===== src/rtl/lea_lcd_pkg.sv =====
// lea_lcd_pkg: shared constants for the LCD line-2 page scheduler.
package lea_lcd_pkg;
    localparam int LCD_CHARS = 16;
    localparam int LINE_W = 128;
    localparam logic [7:0] ASCII_SPACE = 8'h20;
    localparam logic [0:0] ST_IDLE = 1'b0;
    localparam logic [0:0] ST_SHOW = 1'b1;
    localparam logic [LINE_W-1:0] BLANK_LINE = {LCD_CHARS{ASCII_SPACE}};
endpackage


===== src/rtl/lcd_rr_arbiter.sv =====
// lcd_rr_arbiter: rotate-priority picker; the first set request after last wins.
module lcd_rr_arbiter #(
    parameter int NREQ = 3
) (
    input  logic [NREQ-1:0] req,
    input  logic [1:0]      last,
    output logic [1:0]      winner,
    output logic            any
);
    logic [1:0] idx;
    always_comb begin
        winner = '0;
        idx = '0;
        for (int k = NREQ; k >= 1; k--) begin
            idx = 2'((int'(last) + k) % NREQ);
            winner = req[idx] ? idx : winner;
        end
    end
    assign any = |req;
endmodule


===== src/rtl/lcd_page_scheduler.sv =====
// lcd_page_scheduler: round-robin owner of LCD line 2; each granted page is
// latched and held for at least DWELL cycles before the next grant.
module lcd_page_scheduler
    import lea_lcd_pkg::*;
#(
    parameter int NREQ = 3,
    parameter int DWELL = 2048,
    parameter int CNT_W = 12
) (
    input  logic                   CLK,
    input  logic                   RESETN,
    input  logic [NREQ-1:0]        REQ,
    input  logic [NREQ*LINE_W-1:0] REQ_DATA,
    input  logic                   HOLD,
    input  logic                   CLEAR,
    output logic [NREQ-1:0]        ACK,
    output logic [LINE_W-1:0]      LINE2_DATA,
    output logic [1:0]             PAGE_ID,
    output logic                   PAGE_VALID,
    output logic                   UPDATE
);
    logic [0:0]       state;
    logic [CNT_W-1:0] cnt;
    logic [1:0]       last;
    logic [1:0]       winner;
    logic             any;
    logic             dwellDone;
    logic             grant;

    lcd_rr_arbiter #(.NREQ(NREQ)) arb (
        .req(REQ),
        .last(last),
        .winner(winner),
        .any(any)
    );

    assign dwellDone = state == ST_SHOW && cnt == CNT_W'(DWELL - 1) && !HOLD;
    assign grant = (state == ST_IDLE || dwellDone) && any && !CLEAR;

    // RESETN is active-high here, matching the rest of the LCD datapath.
    always_ff @(posedge CLK or posedge RESETN) begin
        if (RESETN) begin
            state <= ST_IDLE;
            cnt <= '0;
            last <= 2'(NREQ - 1);
            ACK <= '0;
            UPDATE <= 1'b0;
            LINE2_DATA <= BLANK_LINE;
            PAGE_ID <= '0;
            PAGE_VALID <= 1'b0;
        end else begin
            ACK <= '0;
            UPDATE <= 1'b0;
            if (CLEAR) begin
                LINE2_DATA <= BLANK_LINE;
                PAGE_VALID <= 1'b0;
                PAGE_ID <= '0;
                state <= ST_IDLE;
                cnt <= '0;
                UPDATE <= PAGE_VALID;
            end else if (grant) begin
                LINE2_DATA <= REQ_DATA[int'(winner)*LINE_W +: LINE_W];
                PAGE_ID <= winner;
                PAGE_VALID <= 1'b1;
                ACK <= NREQ'(1) << winner;
                UPDATE <= 1'b1;
                last <= winner;
                cnt <= '0;
                state <= ST_SHOW;
            end else if (dwellDone) begin
                state <= ST_IDLE;
                cnt <= '0;
            end else if (state == ST_SHOW && !HOLD) begin
                cnt <= cnt + CNT_W'(1);
            end
        end
    end
endmodule

===== config.mk =====
export PLATFORM = sky130hd
export DESIGN_NAME = lcd_page_scheduler
export DESIGN_NICKNAME = d
export VERILOG_FILES = /design/src/rtl/lea_lcd_pkg.sv /design/src/rtl/lcd_rr_arbiter.sv /design/src/rtl/lcd_page_scheduler.sv
export SDC_FILE = /design/constraint.sdc
export NUM_CORES = 1
export LEC_CHECK = 0
export ABC_AREA = 1
export BUFFER_PORTS_ARGS = -buffer_cell sky130_fd_sc_hd__buf_2
export CELL_PAD_IN_SITES_DETAIL_PLACEMENT = 1
export CELL_PAD_IN_SITES_GLOBAL_PLACEMENT = 2
export CORE_AREA = 5 5 178 248
export CTS_CLUSTER_DIAMETER = 120
export DETAILED_ROUTE_END_ITERATION = 8
export DIE_AREA = 0 0 183 253
export HOLD_SLACK_MARGIN = 0.05
export MAX_ROUTING_LAYER = met4
export PLACE_DENSITY = 0.85
export SLEW_MARGIN = 20
export SYNTH_ARGS = -nofsm -noshare
export SYNTH_HDL_FRONTEND = slang
export SYNTH_SLANG_ARGS = --single-unit

===== constraint.sdc =====
create_clock -name CLK -period 6.75 [get_ports CLK]
set_clock_uncertainty 0.15 [all_clocks]
set_input_delay 1.6875 -clock CLK [delete_from_list [all_inputs] [get_ports CLK]]
set_output_delay 1.6875 -clock CLK [all_outputs]
set_load 0.005 [all_outputs]

==> results of run 1 <==
==> registers in the layout, indices dropped and copies added (netlist names) <==
name / flops
ACK: 3
UPDATE: 1
LINE2_DATA: 128
last: 2
PAGE_ID: 2
PAGE_VALID: 1
cnt: 12
state: 1
==> metal layers <==
metal,up-vias,global-route usage (%),part of all wire [%]
li1,5226,-,-
met1,5107,22.4,40
met2,289,34.7,53
met3,58,4.04,4.7
met4,0,6.26,2.4
met5,-,-,0
==> worst max-delay path: cells and delay by family <==
kind          cells  cell delay [ps]
simple gates     10             1900
buf+inv           4             1590
==> placed cells by master (no fill, tap or decap), drive strengths merged <==
cell,n
buf,539
nand2,536
nor2,168
inv,152
nand3,149
dfrtp,133
a21oi,88
clkbuf,19
nand4,18
dfstp,17
or2,16
diode,12
o21ai,6
o21a,5
clkinv,5
xor2,4
clkinvlp,4
xnor2,3
ha,3
bufinv,3
nor3,2
a31o,1
a211oi,1
a31oi,1
==> layout make-up <==
class	instances	share of cell area, %
Multi-Input combinational cell	1001	33.8
Tap cell	546	5.36
Sequential cell	150	29.6
Inverter	151	4.50
Clock inverter	13	1.35
Antenna cell	12	0.236
Clock buffer	19	3.40
Timing Repair Buffer	539	21.7
==> through the flow <==
stage | cell area (um^2) | worst slack (ps) | instances | utilization [%]
6_report | 12700 | 1720 | 2431 | 30.5
5_1_grt | 12700 | 1340 | 2431 | 30.5
4_1_cts | 12700 | 1940 | 2419 | 30.5
3_5_place_dp | 12100 | 1470 | 2387 | 29.0
3_3_place_gp | 12100 | 1490 | 2385 | 28.9
2_1_floorplan | 9050 | 904 | 1378 | -
==> power breakdown <==
part	internal [mW]	total [mW]	switching (mW)	leakage (nW)
clock	0.587	1.02	0.430	0.281
sequential	1.18	1.33	0.147	1.95
combinational	0.891	2.86	1.97	5.23
total	2.66	5.21	2.55	7.46
==> final timing paths <==
path | startpoint | endpoint | cells after the start
worst min register to register | LINE2_DATA[35] | LINE2_DATA[35] | 2
min in group asynchronous | RESETN | LINE2_DATA[58] | 2
max in group asynchronous | RESETN | LINE2_DATA[100] | 3
worst max-delay path | REQ[0] | LINE2_DATA[11] | 14
worst max register to register | last[1] | LINE2_DATA[11] | 13
worst min-delay path | LINE2_DATA[35] | LINE2_DATA[35] | 2
==> logic make-up after synthesis <==
kind of cell,after synthesis
XOR/XNOR,7
AO/OA/AOI/OAI,102
flip-flops,150
buffers and inverters,227
adder cells (fa/ha/maj),3
AND/OR/NAND/NOR,889
==> impl_results.rst, run 1 <==
.. list-table::
   :header-rows: 1

   * - Metric
     - Value
   * - Status
     - finished, final reports clean
   * - Number of enable-type register cells in the synthesized netlist
     - 0
   * - Number of inserted filler cells in the final layout
     - between 5000 and 6000
   * - Mux share of post-synthesis cell area
     - 0%
   * - Category of the critical setup timing path
     - in2reg
   * - Number of resized instances in the post-cts repair step
     - 0
   * - Synthesized-area fraction occupied by ao, oa, aoi and oai cells
     - 5.86%
   * - Critical Path Fanout Max
     - 53
   * - Vertical die dimension
     - about 250 um
   * - Delay of the slowest cell on the worst path
     - 920 ps
   * - Placement Rows
     - 89
   * - Async S/R FF share, synth
     - 100%
   * - Post-synthesis cell type count
     - 31
   * - Number of warnings issued by yosys
     - 0
   * - Total DRC errors in the routed layout
     - 0
   * - CTS tree
     - yes
   * - # clock sinks
     - 150
   * - Top cell type by total area after synthesis
     - dfrtp_1
   * - Maximum buffer depth of the clock tree
     - 2
   * - Vias/cell
     - 4.39
   * - Maximum number of pins on one net before global-route repair
     - 80
   * - Hold WC Path Type
     - reg2reg
   * - Initial antenna violation count
     - 12
   * - Routed length per instance
     - 18.8 um
   * - Synth area leaders
     - dfrtp_1 (37%), nand2_1 (22%), nand3_1 (8.1%)
   * - Flip-flop cell with the highest count after synthesis
     - dfrtp_1
   * - Worst vdd ir
     - 0.000298 V
   * - Area share of the largest cell type after synthesis
     - 36.8%
   * - Number of instances in the synthesized netlist
     - 1378
   * - Dominant combinational cell family by area after synthesis
     - simple AND/OR/NAND/NOR gates
   * - Total via count after detailed routing
     - approximately 11000
   * - Tcrit/Tclk final
     - 74.5%
   * - Power density over the cells
     - around 410 nW/um^2
   * - Final Hold Slack
     - 352 ps
   * - Clock latency on the worst-skew pair
     - 430 ps
   * - Setup violators final
     - 0
   * - Register-to-Register Setup Slack
     - 2210 ps
   * - Number of top-level pins
     - 526
   * - Number of clock buffers inserted by TritonCTS
     - 17
   * - Total length of routed wires
     - between 40000 and 50000 um
   * - TritonRoute pass-1 iters
     - 4
   * - Post-CTS Hold Buffers
     - 0
   * - Reported leakage power
     - 7.46 nW
   * - Timing-limited maximum frequency
     - roughly 200 MHz
   * - Fin nets
     - ~2300
   * - Shortest clock period the worst path allows after layout
     - 5030 ps
   * - Final ANT Viol Nets
     - 0
   * - Relative slew slack
     - 33.3%
   * - Violation count after the first detailed-route iteration
     - approximately 350
   * - Slew at the pin closest to its max-slew limit
     - 1000 ps
   * - Horizontal die dimension
     - 183 um
   * - Number of maximum-capacitance constraint violations
     - 0
   * - Clock H-tree levels
     - 4
   * - Critical path's most frequent cell
     - nand2_1
   * - Area delta synth->final
     - 40.9%
   * - Wire length of the first global-routing pass
     - approximately 68000 um
   * - Fin. Hold Viols
     - 0
   * - Combined area of the multi-input logic cells
     - 4310 um^2
   * - Final estimated routing congestion in global placement
     - about 0.9
   * - Number of global-route vias before repair
     - 11600
   * - Xor/xnor cell area share of the yosys netlist
     - 0.678%
   * - Synth Area in Adders
     - less than 1%
   * - Ordered list of cells on the worst path
     - buf_2 -> inv_1 -> nand2_1 -> nand3_1 -> nand2_1 -> nand2_1 -> nand2_4 -> clkinv_2 -> nor2_4 -> buf_4 -> nand2_1 -> nand2_1 -> nand2_1 -> nand2_1
   * - Port Buffer Count
     - 525
   * - Area taken by flip-flops and latches
     - 3770 um^2
   * - Data required, critical path
     - 6970 ps
   * - Clock edge transition at the registers on the reported setup and hold paths
     - 70 ps
   * - Placeable Area
     - 41800 um^2
   * - Buffer cell driving the clock tree root
     - clkbuf_16
   * - Most frequent cell after synthesis
     - nand2_1
   * - Post-CTS Setup Bufs
     - 0
   * - Dpl hpwl
     - 35400 um
   * - Overall die area
     - about 46000 um^2
   * - Syn Nets
     - about 1800
   * - GRT Residual Overflow
     - 0
   * - Category of the worst setup path launch point
     - primary input
   * - Simple-gate portion of the synthesized area
     - approximately two fifths
   * - Final max-slew violation count
     - 0
   * - Sequential element share of the synthesized area
     - 41.7%
   * - Overall Power
     - 5.21 mW
   * - Share of layout cells above drive strength 1
     - between 30% and 40%
   * - Area of the mapped netlist
     - 9050 um^2
   * - Setup repair after global routing missed its margin
     - no
   * - Post-synthesis register bit count
     - 150
   * - Crit-path slowest cell
     - clkinv_2
   * - Mean instance size in the synthesized netlist
     - 6.56 um^2
   * - Leading post-synthesis cells by instance count
     - nand2_1 (529), nor2_1 (164), nand3_1 (147)
   * - CP arrival
     - 5250 ps
   * - Initial cell density of the core
     - 21.7%
   * - Setup_tns
     - 0 ps
   * - Combined global-route utilization of all metal layers
     - about a fifth
   * - Kind of end point of the critical path
     - register
No activity file was read; power rests on OpenSTA's default activity.
==> run 2: changes to the inputs <==
==> constraint.sdc (replaced) <==
create_clock -name CLK -period 4.75 [get_ports CLK]
set_clock_uncertainty 0.15 [all_clocks]
set_input_delay 1.1875 -clock CLK [delete_from_list [all_inputs] [get_ports CLK]]
set_output_delay 1.1875 -clock CLK [all_outputs]
set_load 0.005 [all_outputs]
==> run 2 against run 1 <==
Effect of this change:
- wire length decreased by 1.5%
- combinational power increased by 40%
- clock power increased by 47%
- register-to-register slack got worse by 750 ps
- cell count increased by 0.33%
- critical path depth decreased by 4
- sequential cell count unchanged
- sequential power increased by 41%
- non-clock buffer count increased by 5
- core utilization increased by 0.21 points
- critical path type unchanged
- critical endpoint is now cnt[9]
==> impl_results.rst, run 2 (synthesis results as in run 1) <==
.. list-table::
   :header-rows: 1

   * - Metric
     - Value
   * - Status
     - finished, final reports clean
   * - Total DRC errors in the routed layout
     - 0
   * - Final max-slew violation count
     - 0
   * - Routed length per instance
     - 18.5 um
   * - CTS tree
     - yes
   * - Worst vdd ir
     - 0.000401 V
   * - Final estimated routing congestion in global placement
     - 0.886
   * - Data required, critical path
     - 4930 ps
   * - Reported leakage power
     - 7.50 nW
   * - Port Buffer Count
     - about 530
   * - Post-route worst setup slack
     - roughly 1400 ps
   * - Internal power
     - between 3 and 4 mW
   * - Power density over the cells
     - 573 nW/um^2
   * - CP arrival
     - between 3000 and 4000 ps
   * - Largest Register
     - LINE2_DATA
   * - Post-CTS Hold Buffers
     - 0
   * - Placement Rows
     - 89
   * - Total length of routed wires
     - 45100 um
   * - Slew at the pin closest to its max-slew limit
     - 966 ps
   * - Buffer cell driving the clock tree root
     - clkbuf_16
   * - Post-CTS Setup Bufs
     - 0
   * - Violation count after the first detailed-route iteration
     - 381
   * - Clock H-tree levels
     - 4
   * - Met1 Usage GRT
     - a little over a fifth
   * - Largest registers
     - LINE2_DATA (128), cnt (12), ACK (3)
   * - Switching portion of total power
     - 48.2%
   * - Setup violators final
     - 0
   * - Maximum number of pins on one net before global-route repair
     - 76
   * - Comb pwr share
     - 54.2%
   * - Layer with the highest usage
     - met2
   * - Vertical die dimension
     - around 250 um
   * - Initial antenna violation count
     - 17
   * - Met3 global-route usage
     - 4.33%
   * - Shortest clock period the worst path allows after layout
     - 3330 ps
   * - Critical Path Fanout Max
     - 68
   * - Overall die area
     - 46300 um^2
   * - Timing-limited maximum frequency
     - 300 MHz
   * - Overall Power
     - 7.36 mW
   * - Placeable Area
     - between 40000 and 50000 um^2
   * - Category of the worst setup path launch point
     - primary input
   * - Number of inserted filler cells in the final layout
     - 5435
   * - Fin. Hold Viols
     - 0
   * - Number of clock buffers inserted by TritonCTS
     - 17
   * - Wire length of the first global-routing pass
     - 66800 um
   * - Number of top-level pins
     - roughly 530
   * - Area delta synth->final
     - 41.9%
   * - Relative slew slack
     - 35.6%
   * - Kind of end point of the critical path
     - register
   * - Reg-to-Reg Start
     - last[1]
   * - Worst setup path end
     - cnt[9]
   * - Clock edge transition at the registers on the reported setup and hold paths
     - 60 ps
   * - Fin nets
     - 2259
   * - Finished Layout Cells
     - 2439
   * - Setup repair after global routing missed its margin
     - no
   * - Register-to-Register Setup Slack
     - 1460 ps
   * - Initial cell density of the core
     - 21.7%
   * - Largest register FFs
     - ~130
   * - Dpl hpwl
     - 35300 um
   * - Commonest cells after routing, fill and taps aside
     - nand2_1 (528), buf_2 (525), nor2_1 (164)
   * - # clock sinks
     - 150
   * - Combined global-route utilization of all metal layers
     - 19.3%
   * - Number of global-route vias before repair
     - 11400
   * - Logic depth of the worst register-to-register path
     - 11
   * - Post-Place Cells
     - 2392
   * - Category of the critical setup timing path
     - in2reg
   * - Setup_tns
     - 0 ps
   * - Worst slack after detailed placement
     - 904 ps
   * - FF-to-FF End
     - LINE2_DATA[12]
   * - Maximum buffer depth of the clock tree
     - 2
   * - Tcrit/Tclk final
     - 70.1%
   * - Portion of total power attributed to the clock network
     - just over 20%
   * - Number of resized instances in the post-cts repair step
     - 0
   * - Horizontal die dimension
     - 183 um
   * - Leading cell type in the layout, fill and taps excluded
     - nand2_1
   * - TritonRoute pass-1 iters
     - 5
   * - Vias/cell
     - 4.41
   * - Crit. Startpoint
     - HOLD
   * - Final ANT Viol Nets
     - 0
   * - Switching power summed over all nets
     - 3.55 mW
   * - Sequential share of power
     - about a quarter
   * - Total via count after detailed routing
     - 10800
   * - Hold WC Path Type
     - reg2reg
   * - GRT Residual Overflow
     - 0
   * - M2 GR Usage
     - 33.2%
   * - Clock latency on the worst-skew pair
     - 440 ps
   * - Share of layout cells above drive strength 1
     - between 30% and 40%
   * - Number of maximum-capacitance constraint violations
     - 0
run 2: cell types whose count changed in the layout (fill, tap and decap cells not counted), moves of 2 or more:
| cell | delta |
|---|---|
| buf_12 | +5 |
| buf_16 | -2 |
| buf_4 | +2 |
| clkinv_4 | -2 |
| diode_2 | +3 |
run 2: worst max-delay path: stages:
cell and delay (ps):
buf_2 90, inv_1 40, nand4_1 100, nor2_1 80
nand2_1 90, nand2_2 210, nand2_2 140, buf_4 580
nand3_1 550, a211oi_1 330
run 2: how the worst min path moves through the flow:
| stage | from | to | cells after the start |
|---|---|---|---|
| after global routing | LINE2_DATA[103] | LINE2_DATA[103] | 2 |
| final | LINE2_DATA[103] | LINE2_DATA[103] | 2 |
| after CTS | LINE2_DATA[103] | LINE2_DATA[103] | 2 |
| after global placement | LINE2_DATA[51] | LINE2_DATA[51] | 2 |
| after detailed placement | LINE2_DATA[89] | LINE2_DATA[89] | 2 |
| after floorplan | last[1] | last[1] | 2 |
run 2: cell type report:
| cell class | count | area (um^2) | share of cell area, % |
|---|---|---|---|
| Clock inverter | 13 | 196 | 1.53 |
| Sequential cell | 150 | 3770 | 29.4 |
| Clock buffer | 19 | 433 | 3.37 |
| Inverter | 151 | 572 | 4.45 |
| Timing Repair Buffer | 544 | 2830 | 22.1 |
| Multi-Input combinational cell | 1001 | 4310 | 33.6 |
| Antenna cell | 15 | 37.5 | 0.292 |
| Tap cell | 546 | 683 | 5.32 |
run 2: power groups by stage:
stage / registers [mW] / logic, mW / clock network, mW
floorplan: 1.90 / 2.62 / 0
global placement: 1.88 / 4.00 / 0
detailed placement: 1.89 / 4.10 / 0
CTS: 1.88 / 4.12 / 1.55
global route: 1.92 / 4.53 / 1.60
finish: 1.88 / 3.99 / 1.50
run 2: layer usage:
layer	share of wire (%)	wire (um)
met5	0	0
met4	3.0	1330
met3	5.1	2310
met2	52	23500
met1	40	17900
run 2: through the flow:
| step | cell area, um^2 | utilization [%] | hold WS (ps) |
|---|---|---|---|
| global placement | 12200 | 29.1 | 339 |
| floorplan | 9050 | - | 336 |
| detailed placement | 12200 | 29.1 | 343 |
| global route | 12800 | 30.7 | 376 |
| finish | 12800 | 30.7 | 359 |
| CTS | 12800 | 30.7 | 363 |
==> run 3: changes to the inputs <==
==> constraint.sdc (replaced) <==
create_clock -name CLK -period 3.1 [get_ports CLK]
set_clock_uncertainty 0.15 [all_clocks]
set_input_delay 0.775 -clock CLK [delete_from_list [all_inputs] [get_ports CLK]]
set_output_delay 0.775 -clock CLK [all_outputs]
set_load 0.005 [all_outputs]
==> run 3 against run 2 <==
Effect of this change:
- critical path depth rose by 1
- worst setup slack got worse by 1100 ps
- critical endpoint is now LINE2_DATA[84]
- global-route usage rose by 0.42 points
- largest cell class unchanged
- hold slack got worse by 130 ps
- critical path type is now reg2reg
- die area did not move
==> impl_results.rst, run 3 (synthesis results as in run 1) <==
.. list-table::
   :header-rows: 1

   * - Metric
     - Value
   * - Clock latency on the worst-skew pair
     - between 400 and 500 ps
   * - Dpl hpwl
     - approximately 35000 um
   * - Reported leakage power
     - about 7.6 nW
   * - Violation count after the first detailed-route iteration
     - 426
   * - Post-CTS Setup Bufs
     - 0
   * - Placement Rows
     - just under 90
   * - Portion of total power attributed to the clock network
     - 19.6%
   * - Routed length per instance
     - 18.7 um
   * - Fin nets
     - ~2300
   * - Wire length of the first global-routing pass
     - a little under 70000 um
   * - Setup repair after global routing missed its margin
     - no
   * - GRT Residual Overflow
     - 0
   * - Final estimated routing congestion in global placement
     - 0.876
   * - Vertical die dimension
     - 253 um
   * - Horizontal die dimension
     - about 180 um
   * - CTS tree
     - yes
   * - Setup violators final
     - 0
   * - Kind of end point of the critical path
     - register
   * - Number of global-route vias before repair
     - 11600
   * - Buffer cell driving the clock tree root
     - clkbuf_16
   * - Commonest cells after routing, fill and taps aside
     - nand2_1 (528), buf_2 (525), nor2_1 (164)
   * - Placeable Area
     - 41800 um^2
   * - Internal power
     - 6.02 mW
   * - Data required, critical path
     - 3320 ps
   * - Slew at the pin closest to its max-slew limit
     - 805 ps
   * - Finished Layout Cells
     - 2447
   * - Final max-slew violation count
     - 0
   * - Final core area utilization
     - 31.0%
   * - Met3 global-route usage
     - 4.41%
   * - Number of top-level pins
     - 526
   * - Leading cell type in the layout, fill and taps excluded
     - nand2_1
   * - Total length of routed wires
     - 45700 um
   * - Category of the critical setup timing path
     - reg2reg
   * - Worst vdd ir
     - approximately 0.00062 V
   * - Overall Power
     - between 10 and 15 mW
   * - Maximum number of pins on one net before global-route repair
     - 76
   * - Fin. Hold Viols
     - 0
   * - Power density over the cells
     - 885 nW/um^2
   * - Maximum buffer depth of the clock tree
     - 2
   * - Vias/cell
     - ~4.4
   * - Clock edge transition at the registers on the reported setup and hold paths
     - 70 ps
   * - Number of clock buffers inserted by TritonCTS
     - 17
   * - Largest Register
     - LINE2_DATA
   * - Initial antenna violation count
     - 17
   * - Area delta synth->final
     - 43.3%
   * - Switching power summed over all nets
     - approximately 5.5 mW
   * - Layer with the highest usage
     - met2
   * - Initial cell density of the core
     - 21.7%
   * - Met1 Usage GRT
     - 22.8%
   * - M2 GR Usage
     - 34.3%
   * - CP arrival
     - 2950 ps
   * - Final Hold Slack
     - 226 ps
   * - Number of inserted filler cells in the final layout
     - between 5000 and 6000
   * - Hold WC Path Type
     - in2async
   * - Combined global-route utilization of all metal layers
     - just under 20%
   * - Share of layout cells above drive strength 1
     - 33.9%
   * - Comb pwr share
     - 55.4%
   * - Critical Path Fanout Max
     - 75
   * - Port Buffer Count
     - 525
   * - Clock H-tree levels
     - 4
   * - Shortest clock period the worst path allows after layout
     - 2730 ps
   * - Sequential share of power
     - 25.0%
   * - Setup_tns
     - 0 ps
   * - Post-Place Cells
     - 2401
   * - Switching portion of total power
     - between 40 and 50%
   * - Post-CTS Hold Buffers
     - 0
   * - Number of resized instances in the post-cts repair step
     - 0
   * - Overall die area
     - between 40000 and 50000 um^2
   * - Timing-limited maximum frequency
     - 366 MHz
   * - Largest register FFs
     - 128
   * - Tcrit/Tclk final
     - 88.1%
   * - # clock sinks
     - 150
   * - Total via count after detailed routing
     - roughly 11000
   * - Total DRC errors in the routed layout
     - 0
   * - TritonRoute pass-1 iters
     - 4
   * - Relative slew slack
     - ~46%
   * - Final ANT Viol Nets
     - 0
   * - Category of the worst setup path launch point
     - register
   * - Number of maximum-capacitance constraint violations
     - 0
   * - Status
     - finished, final reports clean
   * - Largest registers
     - LINE2_DATA (128), cnt (12), ACK (3)
==> run 3: path summary, 6_finish.rpt <==
kind	slack [ps]	cells after the start	to	from
max	370	11	LINE2_DATA[84]	last[1]
min	230	2	LINE2_DATA[90]	RESETN
max reg2reg	370	11	LINE2_DATA[84]	last[1]
min reg2reg	350	2	LINE2_DATA[19]	LINE2_DATA[19]
max in group asynchronous	1830	3	LINE2_DATA[106]	RESETN
min in group CLK	350	2	LINE2_DATA[19]	LINE2_DATA[19]
==> run 3: routing by layer <==
| layer | wire length, um | part of all wire, % |
|---|---|---|
| met5 | 0 | 0 |
| met4 | 633 | 1.4 |
| met3 | 2170 | 4.7 |
| met2 | 24400 | 53 |
| met1 | 18500 | 40 |
==> run 3: cell type report <==
type                            instances  area (um^2)  area share [%]
Antenna cell                           15         37.5           0.290
Clock buffer                           18          429            3.31
Clock inverter                         13          181            1.40
Inverter                              151          572            4.41
Multi-Input combinational cell       1001         4310            33.2
Sequential cell                       150         3770            29.1
Tap cell                              546          683            5.27
Timing Repair Buffer                  553         2980            23.0
==> run 3: power groups by stage <==
stage	clock network, mW	registers [mW]	logic, mW
after detailed placement	0	2.91	6.53
after global placement	0	2.89	6.44
after global routing	2.42	2.94	7.16
after CTS	2.33	2.88	6.55
after floorplan	0	2.91	4.02
final	2.25	2.87	6.35
==> run 3: through the flow <==
| stage | instance area [um^2] | setup WS, ps |
|---|---|---|
| after detailed placement | 12300 | 333 |
| after floorplan | 9050 | 300 |
| after global placement | 12300 | 425 |
| after global routing | 13000 | 198 |
| final | 13000 | 370 |
| after CTS | 12900 | 400 |
==> run 3: worst max-delay path: stages (launching register included) <==
cell and delay, ps:
dfstp_2 530, ha_1 310, inv_2 150, nand3_1 130, nand2_1 110, nand3_2 280, nand2_4 190, buf_12 300
a21oi_1 190, nand2_1 90, nand2_1 50, nand2_1 60
